==> config.mk <==
export PLATFORM = sky130hd
export DESIGN_NAME = adc_capture_ctrl
export DESIGN_NICKNAME = d
export VERILOG_FILES = /design/src/rtl/adc_capture_ctrl.sv
export SDC_FILE = /design/constraint.sdc
export NUM_CORES = 1
export LEC_CHECK = 0
export BUFFER_PORTS_ARGS = -buffer_cell sky130_fd_sc_hd__buf_2
export CAP_MARGIN = 15
export CELL_PAD_IN_SITES_DETAIL_PLACEMENT = 1
export CELL_PAD_IN_SITES_GLOBAL_PLACEMENT = 1
export CORE_AREA = 2 2 97 99
export DETAILED_ROUTE_END_ITERATION = 12
export DIE_AREA = 0 0 99 101
export PLACE_DENSITY = 0.83
export SKIP_CTS_REPAIR_TIMING = 1
export SLEW_MARGIN = 0
export SYNTH_ARGS = -nofsm -noshare
export SYNTH_HDL_FRONTEND = slang
export SYNTH_SLANG_ARGS = --single-unit
==> constraint.sdc <==
create_clock -name clk -period 3.9 [get_ports clk]
set_input_delay 0.78 -clock clk [delete_from_list [all_inputs] [get_ports clk]]
set_output_delay 0.78 -clock clk [all_outputs]
set_load 0.02 [all_outputs]
==> src/rtl/adc_capture_ctrl.sv <==
// Triggered-capture controller: gates the ADC sampler, decimates its samples,
// waits for a level-crossing or forced trigger, then writes one block to RAM.
module adc_capture_ctrl #(
  parameter int DATA_W  = 8,
  parameter int ADDR_W  = 8,
  parameter int DECIM_W = 16
) (
  input  logic              clk,
  input  logic              rst,
  input  logic              arm,
  input  logic              abort,
  input  logic              force_trig,
  input  logic              trig_edge,
  input  logic [DATA_W-1:0] trig_level,
  input  logic [DECIM_W-1:0] decim,
  output logic              adc_enable,
  input  logic              sample_done,
  input  logic [DATA_W-1:0] sample_data,
  output logic              wr_en,
  output logic [ADDR_W-1:0] wr_addr,
  output logic [DATA_W-1:0] wr_data,
  output logic              busy,
  output logic              capture_done
);

  typedef enum logic [1:0] {
    IDLE,
    WAIT,
    CAPT,
    DONE
  } state_t;

  state_t              state;
  logic                sd_q;
  logic [DECIM_W-1:0]  decim_q;
  logic [DECIM_W-1:0]  cnt;
  logic [DATA_W-1:0]   prev;
  logic                prev_valid;

  logic                active;
  logic                new_evt;
  logic                keep;
  logic                rise_x;
  logic                fall_x;
  logic                trig;
  logic [ADDR_W-1:0]   next_addr;

  assign active    = (state == WAIT) || (state == CAPT);
  assign new_evt   = sample_done & ~sd_q;
  assign keep      = active && new_evt && (cnt == '0);
  assign rise_x    = (prev < trig_level) && (sample_data >= trig_level);
  assign fall_x    = (prev > trig_level) && (sample_data <= trig_level);
  assign trig      = force_trig | (prev_valid & (trig_edge ? fall_x : rise_x));
  assign next_addr = wr_addr + 1'b1;

  always_ff @(posedge clk) begin
    if (rst) begin
      state        <= IDLE;
      sd_q         <= 1'b0;
      decim_q      <= '0;
      cnt          <= '0;
      prev         <= '0;
      prev_valid   <= 1'b0;
      adc_enable   <= 1'b0;
      wr_en        <= 1'b0;
      wr_addr      <= '0;
      wr_data      <= '0;
      busy         <= 1'b0;
      capture_done <= 1'b0;
    end else begin
      sd_q         <= sample_done;
      wr_en        <= 1'b0;
      capture_done <= 1'b0;
      if (active && new_evt)
        cnt <= (cnt == '0) ? decim_q : cnt - 1'b1;
      if (state != IDLE && abort) begin
        state      <= IDLE;
        adc_enable <= 1'b0;
        busy       <= 1'b0;
      end else begin
        unique case (state)
          IDLE: begin
            if (arm && !abort) begin
              // first event after arm is kept; later ones every decim+1
              decim_q    <= decim;
              cnt        <= '0;
              prev_valid <= 1'b0;
              state      <= WAIT;
              adc_enable <= 1'b1;
              busy       <= 1'b1;
            end
          end
          WAIT: begin
            if (keep) begin
              if (trig) begin
                wr_en   <= 1'b1;
                wr_addr <= '0;
                wr_data <= sample_data;
                state   <= CAPT;
              end else begin
                prev       <= sample_data;
                prev_valid <= 1'b1;
              end
            end
          end
          CAPT: begin
            if (keep) begin
              wr_en   <= 1'b1;
              wr_addr <= next_addr;
              wr_data <= sample_data;
              if (next_addr == '1) begin
                state        <= DONE;
                adc_enable   <= 1'b0;
                capture_done <= 1'b1;
              end
            end
          end
          DONE: begin
            state <= IDLE;
            busy  <= 1'b0;
          end
          default: state <= IDLE;
        endcase
      end
    end
  end

endmodule

==> run_results.csv <==
group,metric,value,unit
power_and_ir_drop,clock_power_share,0.172,
logic_synthesis,synth-seq-area-share,0.364,
final_layout,syn2layout_area_growth,15.0,%
detailed_routing,wl_met3,369,um
placement,gp_congestion,0.866,
final_layout,layout_commonest_cell,"nand2_1",
min_path,min_path_type,"reg -> reg",
logic_synthesis,yosys_warnings,0,
floorplan,coreArea,8980,sq um
timing,tightest_slew,0.698,ns
clocking,cts.clk_slew.worst_paths,0.07,ns
logic_synthesis,netlist_area,3520,sq um
final_layout,layout.cells.non_filler,616,
detailed_routing,route.detailed.drc,0,
logic_synthesis,ys.flop_type,"dfxtp_1",
logic_synthesis,syn-num-nets,512,
clocking,cts_tree,"built",
flow_run,max_cap_viol_count,0,
floorplan,start_util,0.392,
floorplan,io-pin-count,59,
setup_path,worstSetupPathType,"in -> reg",
setup_path,endpoint_kind,"register",
setup_path,critPathRequiredTime,4.15,ns
timing,fin_crit,3.10,ns
grt,grt_pass1_vias,3587,
detailed_routing,wl_met1,4.79,mm
logic_synthesis,ys_types,59,
detailed_routing,vias,3465,
power_and_ir_drop,switching_share,0.482,
grt,grt_max_degree,44,
detailed_routing,ant_nets,0,
logic_synthesis,synthCells,449,
clocking,cts-root-buf,"clkbuf_8",
clocking,clk_path_buf_depth,2,
grt,grt.total_usage,0.213,
timing,grt_setup_unrepaired,"false",
clocking,clock_latency,0.34,ns
detailed_routing,routed-wl-met2,4.85,mm
floorplan,die_y,101,um
setup_path,cp_max_fo,13,
final_layout,ff_latch_area,1280,sq um
grt,antenna_found_initial,0,
power_and_ir_drop,power_density,691,nW/um^2
setup_path,arrival,3.35,ns
final_layout,multi_input_area,2080,sq um
clocking,cts_buffers,9,
detailed_routing,avgRoutedWirePerCell,16.6,um
power_and_ir_drop,seq_power_share,0.291,
clocking,h-tree-depth,3,
final_layout,drive_gt1_frac,0.178,
final_layout,final_cell_mix,"nand2_1, dfxtp_1, buf_2, a21oi_1, nor2_1",
detailed_routing,drt_first_iter_violations,162,
timing,relSlewSlack,0.533,
power_and_ir_drop,switching_power,1.35,mW
power_and_ir_drop,power.leakage,1.69,nW
timing,finalMaxSlewViolations,0,
power_and_ir_drop,combPwrFrac,0.538,
power_and_ir_drop,p_int,1.45,mW
placement,hpwlAfterDp,7.69,mm
logic_synthesis,ys_seq_elements,64,
final_layout,fill_cells,1139,
floorplan,die_x,99,um
setup_path,critPathLaunchType,"primary input",
detailed_routing,drtPass1Iterations,4,
detailed_routing,top_layer,"met4",
status,outcome,"complete, no violations",
timing,setup_viol,0,
final_layout,nets,564,
logic_synthesis,syn_avg_cell_area,7.84,sq um
logic_synthesis,synth-edff-count,0,
placement,dp_cells,601,
timing,tns,0,ns
logic_synthesis,async_flop_share,0,
timing,fmax,323,MHz
detailed_routing,vias_per_cell,5.63,
timing,skew,0.00885,ns
timing,hold_viol,0,
final_layout,fin_area,4050,sq um
detailed_routing,drt_wl_total,10.2,mm
timing,fin_crit_sh,0.795,
placement,io_buffer_count,58,
floorplan,rows,35,
clocking,cts.sink_count,64,
placement,dpl-instance-area,3890,sq um
grt,grt_first_pass_wirelength,17.1,mm
floorplan,die_area,10000,sq um
final_layout,num_antenna_cells,0,
power_and_ir_drop,irDropWorstVdd,0.231,mV
grt,grt_overflow_total,0,
metal layers:
metal / GRT usage / up-vias
li1: - / 1708
met1: 0.273 / 1662
met2: 0.367 / 77
met3: 0.0250 / 18
met4: 0.0832 / 0
met5: 0 / -
cells by family after synthesis:
family                     after synthesis  synth area share
AOI/OAI and AO/OA                      124             0.216
and+or+nand+nor                        183             0.256
xor gates and xnor gates                 3           0.00747
adders and majority gates               24            0.0853
buffers and inverters                   42            0.0459
muxes                                    9            0.0260
DFF                                     64             0.364
through the flow:
step	utilization	hold slack [ns]	setup WS (ns)	power, mW
6_report	0.451	0.453	0.801	2.80
5_1_grt	0.451	0.480	0.695	3.05
4_1_cts	0.451	0.455	0.811	2.82
3_5_place_dp	0.434	0.446	0.464	2.33
3_3_place_gp	0.434	0.442	0.560	2.27
2_1_floorplan	-	0.433	0.832	1.91
flip-flops by register name, indices dropped and copies added, names as in the netlist:
register and flops:
cnt 16, prev 8, capture_done 1, wr_data 8, busy 1, state 2, wr_addr 8, adc_enable 1
wr_en 1, sd_q 1, prev_valid 1, decim_q 16
path summary, 6_finish.rpt:
check | cells after the start | slack (ns) | to | from
hold / removal | 2 | 0.45 | decim_q[9] | decim_q[9]
setup reg to reg | 9 | 1.07 | wr_addr[6] | prev[3]
hold reg to reg | 2 | 0.45 | decim_q[9] | decim_q[9]
setup / recovery | 10 | 0.80 | wr_addr[6] | trig_level[6]
power by group through the flow:
| stage | sequential [mW] | combinational, mW | clock [mW] |
|---|---|---|---|
| 2_1_floorplan | 0.848 | 1.06 | 0 |
| 3_3_place_gp | 0.821 | 1.45 | 0 |
| 4_1_cts | 0.812 | 1.51 | 0.493 |
| 3_5_place_dp | 0.826 | 1.50 | 0 |
| 6_report | 0.813 | 1.50 | 0.481 |
| 5_1_grt | 0.825 | 1.71 | 0.519 |
synth_stat cells (4+ instances only):
cell | n | share of area
a21oi_1 | 53 | 0.075
nor2_1 | 37 | 0.039
ha_1 | 24 | 0.085
o31ai_1 | 5 | 0.011
nand4_1 | 8 | 0.014
mux2i_1 | 8 | 0.023
nor3_1 | 13 | 0.018
o21ai_0 | 28 | 0.040
a211oi_1 | 9 | 0.019
clkbuf_1 | 16 | 0.017
nor2b_1 | 5 | 0.0089
nand2_1 | 68 | 0.073
nand3_1 | 19 | 0.027
dfxtp_1 | 64 | 0.36
inv_1 | 21 | 0.022
and2_1 | 4 | 0.0071
cell type report:
cell class,instances,area share
multi-input cells,343,0.513
clock buffers,11,0.0325
repair buffers,61,0.0773
well taps,111,0.0343
flip-flops and latches,64,0.317
clock inverters,4,0.00557
inverters,22,0.0204
worst max-delay path: stages:
cell	delay, ns
buf_2	0.07
inv_1	0.05
ha_1	0.34
a21oi_1	0.19
nand2_2	0.07
a211o_1	0.34
or4b_4	0.55
a31o_1	0.31
or4_1	0.54
o31ai_1	0.09
Note: power is estimated with default switching activity, not from simulation.
